**src/rtl/hht_pkg.sv**
```systemverilog
// hht_pkg: shared widths and the result-writer state encoding
package hht_pkg;
    localparam int DATA_W_DEF = 32;
    localparam int ADDR_W_DEF = 32;
    typedef enum logic [1:0] {IDLE, ARM, RUN, DONE} wr_state_t;
endpackage

```
**src/rtl/hht_sync_fifo.sv**
```systemverilog
// hht_sync_fifo: first-word-fall-through FIFO, head visible without read latency
module hht_sync_fifo #(
    parameter int DATA_W = 32,
    parameter int FIFO_D = 4
) (
    input  logic              clk,
    input  logic              rst_n,
    input  logic              push,
    input  logic              pop,
    input  logic [DATA_W-1:0] din,
    output logic [DATA_W-1:0] head,
    output logic              full,
    output logic              empty
);
    localparam int AW = $clog2(FIFO_D);
    logic [DATA_W-1:0] mem [FIFO_D];
    logic [AW:0] wp, rp;
    assign empty = wp == rp;
    assign full = (wp[AW] != rp[AW]) && (wp[AW-1:0] == rp[AW-1:0]);
    assign head = mem[rp[AW-1:0]];
    // pointers carry one extra wrap bit to tell full from empty
    always_ff @(posedge clk or negedge rst_n) begin
        if (!rst_n) begin
            wp <= '0;
            rp <= '0;
        end else begin
            if (push && !full) wp <= wp + 1'b1;
            if (pop && !empty) rp <= rp + 1'b1;
        end
    end
    // storage needs no reset; only words behind the write pointer are ever read
    always_ff @(posedge clk) begin
        if (push && !full) mem[wp[AW-1:0]] <= din;
    end
endmodule

```
**src/rtl/hht_result_writer.sv**
```systemverilog
// hht_result_writer: streams csize result words into memory starting at wr_base
module hht_result_writer
    import hht_pkg::*;
#(
    parameter int DATA_W = DATA_W_DEF,
    parameter int ADDR_W = ADDR_W_DEF,
    parameter int FIFO_D = 4
) (
    input  logic              clk,
    input  logic              rst_n,
    input  logic              start,
    input  logic [ADDR_W-1:0] wr_base,
    input  logic [31:0]       csize,
    input  logic              res_valid,
    input  logic [DATA_W-1:0] res_data,
    output logic              res_ready,
    input  logic              mem_stall,
    output logic              mem_wr,
    output logic [ADDR_W-1:0] mem_addr,
    output logic [DATA_W-1:0] mem_wdata,
    output logic              busy,
    output logic              done
);
    wr_state_t state;
    logic [ADDR_W-1:0] base;
    logic [31:0] size, acc, idx;
    logic [DATA_W-1:0] head;
    logic full, empty, push, pop;
    assign res_ready = (state == RUN) && !full && (acc < size);
    assign push = res_valid && res_ready;
    assign pop = (state == RUN) && !empty && !mem_stall;
    hht_sync_fifo #(.DATA_W(DATA_W), .FIFO_D(FIFO_D)) u_fifo (
        .clk(clk),
        .rst_n(rst_n),
        .push(push),
        .pop(pop),
        .din(res_data),
        .head(head),
        .full(full),
        .empty(empty)
    );
    // block FSM with counters and registered memory-side outputs; the block ends once the strobe for the last popped word is out
    always_ff @(posedge clk or negedge rst_n) begin
        if (!rst_n) begin
            state     <= IDLE;
            base      <= '0;
            size      <= '0;
            acc       <= '0;
            idx       <= '0;
            mem_wr    <= 1'b0;
            mem_addr  <= '0;
            mem_wdata <= '0;
            busy      <= 1'b0;
            done      <= 1'b0;
        end else begin
            mem_wr <= pop;
            done   <= 1'b0;
            if (pop) begin
                mem_addr  <= base + ADDR_W'(idx);
                mem_wdata <= head;
                idx       <= idx + 1'b1;
            end
            if (push) acc <= acc + 1'b1;
            case (state)
                IDLE: if (start) begin
                    state <= ARM;
                    busy  <= 1'b1;
                    base  <= wr_base;
                    size  <= csize;
                    acc   <= '0;
                    idx   <= '0;
                end
                ARM: if (size == 0) begin
                    state <= DONE;
                    busy  <= 1'b0;
                    done  <= 1'b1;
                end else begin
                    state <= RUN;
                end
                RUN: if (mem_wr && idx == size) begin
                    state <= DONE;
                    busy  <= 1'b0;
                    done  <= 1'b1;
                end
                default: state <= IDLE;
            endcase
        end
    end
endmodule
```
**config.mk**
```make
export PLATFORM = sky130hd
export DESIGN_NAME = hht_result_writer
export DESIGN_NICKNAME = d
export VERILOG_FILES = /design/src/rtl/hht_pkg.sv /design/src/rtl/hht_sync_fifo.sv /design/src/rtl/hht_result_writer.sv
export SDC_FILE = /design/constraint.sdc
export NUM_CORES = 1
export LEC_CHECK = 0
export BUFFER_PORTS_ARGS = -buffer_cell sky130_fd_sc_hd__buf_2
export CORE_UTILIZATION = 46
export DETAILED_ROUTE_END_ITERATION = 8
export GPL_TIMING_DRIVEN = 0
export PLACE_DENSITY = 0.68
export SKIP_CTS_REPAIR_TIMING = 1
export SLEW_MARGIN = 20
export SYNTH_ARGS = -nofsm -noshare
export SYNTH_HDL_FRONTEND = slang
export SYNTH_SLANG_ARGS = --single-unit
```
**constraint.sdc**
```tcl
create_clock -name clk -period 4.9 [get_ports clk]
set_input_delay 0.98 -clock clk [delete_from_list [all_inputs] [get_ports clk]]
set_output_delay 0.98 -clock clk [all_outputs]
set_load 0.005 [all_outputs]
```
==> metrics.md <==
| Metric | Value |
|---|---|
| Internal Power | 0.006378 W |
| Row cnt | 67 |
| DP Worst Slack | between 1000 and 1500 ps |
| Residual DRC count | 0 |
| Post-synth EDFFs | 128 |
| Complex-gate fraction of the synthesized area | 0.1035 |
| Overall Global Routing Usage | 0.2353 |
| Max-slew violation count | 0 |
| CTS root buffer | clkbuf_16 |
| Worst-Skew Late Latency | around 540 ps |
| Post-synthesis sequential area ratio | 0.5615 |
| Synthesized area per cell | roughly 11 µm² |
| Async S/R FF share, synth | 0.6133 |
| Inst Count DP | around 2000 |
| Slew margin rel. | 0.3372 |
| Crit path max fanout | 10 |
| Main combinational cell family by area after synthesis | simple AND/OR/NAND/NOR gates |
| Post-synthesis net count | around 1600 |
| Vias per std cell | between 5 and 6 |
| Final Power | 0.009840 W |
| Layout net count | 1798 |
| Clock share of power | 0.280 |
| Largest cells by area after synthesis | dfrtp_1 32%, edfxtp_1 24%, nand2_1 7.4% |
| Area fraction of the dominant cell type after synthesis | 0.3197 |
| GP Congestion | between 0.9 and 1 |
| Final hold violations | 0 |
| Final setup fails | 0 |
| Max VDD drop | 321.5 µV |
| Via count | 11649 |
| Post-Syn Instances | 1411 |
| Prevailing post-synth register cell | dfrtp_1 |
| P_sw | about 0.0035 W |
| P&R area growth vs syn | 17.43% |
| Area leader, netlist | dfrtp_1 |
| Tightest Pin Transition | 981.8 ps |
| Wire length per cell | 19.40 µm |
| Post-synthesis adder-cell area fraction | 0.05874 |
| Worst hold path type | in -> async |
| Detailed-placement wirelength estimate | 29760 µm |
| Initial antenna violation count | 8 |
| Final period util | 0.8733 |
| Commonest cells after routing, fill and taps aside | 314 x nand2_1, 203 x dfrtp_1, 171 x buf_2 |
| Synth Area in XOR/XNOR | 0.05441 |
| CTS tree | done |
| H-tree depth | 2 |
| Clock-pin slew on the worst setup and hold paths | roughly 60 ps |
| Seq pwr share | 0.406 |
| Max Clk Rate | 233.7 MHz |
| RSZ-0062 raised after global routing | false |
| Gate power share | 0.314 |
| Arrival time at the worst endpoint | 3300 ps |
| Pwr Density | 527.3 nW/µm² |
| Yosys warns | 0 |
| Total wire length | 40780 µm |
| Drt first pass iters | 5 |
| Antenna viol nets, final | 0 |
| Worst setup EP type | output port |
| TritonCTS Buffers | 36 |
| CP startpoint kind | flop |
| Status | complete, no violations |
| Share of cells above drive strength 1 | 0.1739 |
| Chip width | 187.9 µm |
| DR iter-0 viols | 755 |
| First-pass GRT wire length | around 64000 µm |
| Full die area | 35290 µm² |
| Synthesized flop and latch total | about 330 |
| Required @ worst endpoint | 3920 ps |
| Simple-gate share of the synthesized area | 0.1475 |
| Fin area | 18660 µm² |
| RR Startpoint | size[5] |
| Mux cell area share after synthesis | 0.04756 |
| Clk buf depth | 3 |
| Sw Share | 0.3519 |
| Core footprint | 33780 µm² |
| RR Endpoint | u_fifo.mem[3][13] |
| FF-to-FF setup slack | 1210 ps |
| Post-Syn Area | 15890 µm² |
| Clock sink count | between 300 and 400 |
| R2R depth | 11 |
| Die height | 187.9 µm |
| WHS | 366.6 ps |
| Vias in the first global route | roughly 12000 |
| Placed cell area | 17450 µm² |
| Num ports | approximately 170 |
| Starting Density | 0.4704 |
| Critical path type | reg -> out |
| Clk_skew | 14.21 ps |
| Worst Setup SP | size[5] |
| Pleak | approximately 8.5 nW |
| Total gr overflow | 0 |
| IO buf count | 168 |
| Tmin final | 4279 ps |
| Finished Layout Cells | 2102 |
| Max Cap Viol | 0 |
| Commonest non-fill, non-tap cell in the layout | nand2_1 |
| Pin count of the biggest net entering global routing | 88 |
| Fill count | around 2900 |
| Final WS setup | between 600 and 700 ps |
| Distinct cell type count after synthesis | 63 |
[power by group through the flow]
stage	registers (W)	clock network, W	logic, W
6_report	0.00399	0.00276	0.00309
5_1_grt	0.00406	0.00292	0.00346
4_1_cts	0.00399	0.00281	0.00311
3_5_place_dp	0.00403	0	0.00309
3_3_place_gp	0.00402	0	0.00299
2_1_floorplan	0.00392	0	0.00200
[critical path: stages (launching register included)]
cell and delay (ps):
dfrtp_1 400, inv_1 80, ha_1 310, and3_4 180, a2111oi_2 350, o21ai_0 230
a2111oi_4 560, o21ai_2 130, buf_2 210, inv_1 160, buf_2 150
[metal layers]
| layer | GRT usage | wire length, µm | vias up |
|---|---|---|---|
| li1 | - | - | 5481 |
| met5 | 0 | 63 | - |
| met3 | 0.06420 | 2986 | 75 |
| met2 | 0.3877 | 19530 | 344 |
| met4 | 0.07442 | 1042 | 10 |
| met1 | 0.3013 | 17160 | 5739 |
[state kept, by name (all words and copies together), names as in the netlist]
name	count
busy	1
u_fifo.mem	128
u_fifo.rp	3
done	1
mem_wr	1
idx	32
mem_wdata	32
mem_addr	32
acc	32
size	32
state	2
base	32
u_fifo.wp	3
[cells by family after synthesis]
| group | count (synthesis) |
|---|---|
| and+or+nand+nor | 523 |
| DFF | 331 |
| AOI/OAI and AO/OA | 241 |
| buffers and inverters | 110 |
| xor gates and xnor gates | 97 |
| adders and majority gates | 74 |
| muxes | 35 |
[through the flow]
stage            util  TNS, ps
2_1_floorplan       -        0
3_3_place_gp   0.5119  -143740
3_5_place_dp   0.5165        0
4_1_cts        0.5521        0
5_1_grt        0.5521        0
6_report       0.5524        0
[worst max-delay path by stage]
stage               depth (start not counted)               end
detailed placement                         10         res_ready
global placement                            1     mem_wdata[16]
floorplan                                   9  u_fifo.mem[3][0]
CTS                                        10         res_ready
global route                               11         res_ready
finish                                     10         res_ready
[synth_stat cells (24+ instances only)]
cell type and n:
inv_1 52, o21ai_0 84, a21o_1 28, a21oi_1 39
nand4_1 24, nand3_1 31, nand2_1 314, nor2_1 52
edfxtp_1 128, xor2_1 72, dfrtp_1 203, clkbuf_1 46
ha_1 73, mux4_2 31
[cell type report]
cell class | instances | area [µm²] | area share
sequential | 331 | 8924 | 0.4782
multi-input combinational | 970 | 6548 | 0.3509
timing repair buffer | 174 | 993.5 | 0.05324
clock buffer | 46 | 978.4 | 0.05243
tap | 448 | 560.5 | 0.03004
buffer | 57 | 226.5 | 0.01214
clock inverter | 19 | 222.7 | 0.01193
inverter | 53 | 198.9 | 0.01066
antenna | 4 | 10.01 | 0.0005364
(Power assumes the default switching activity.)
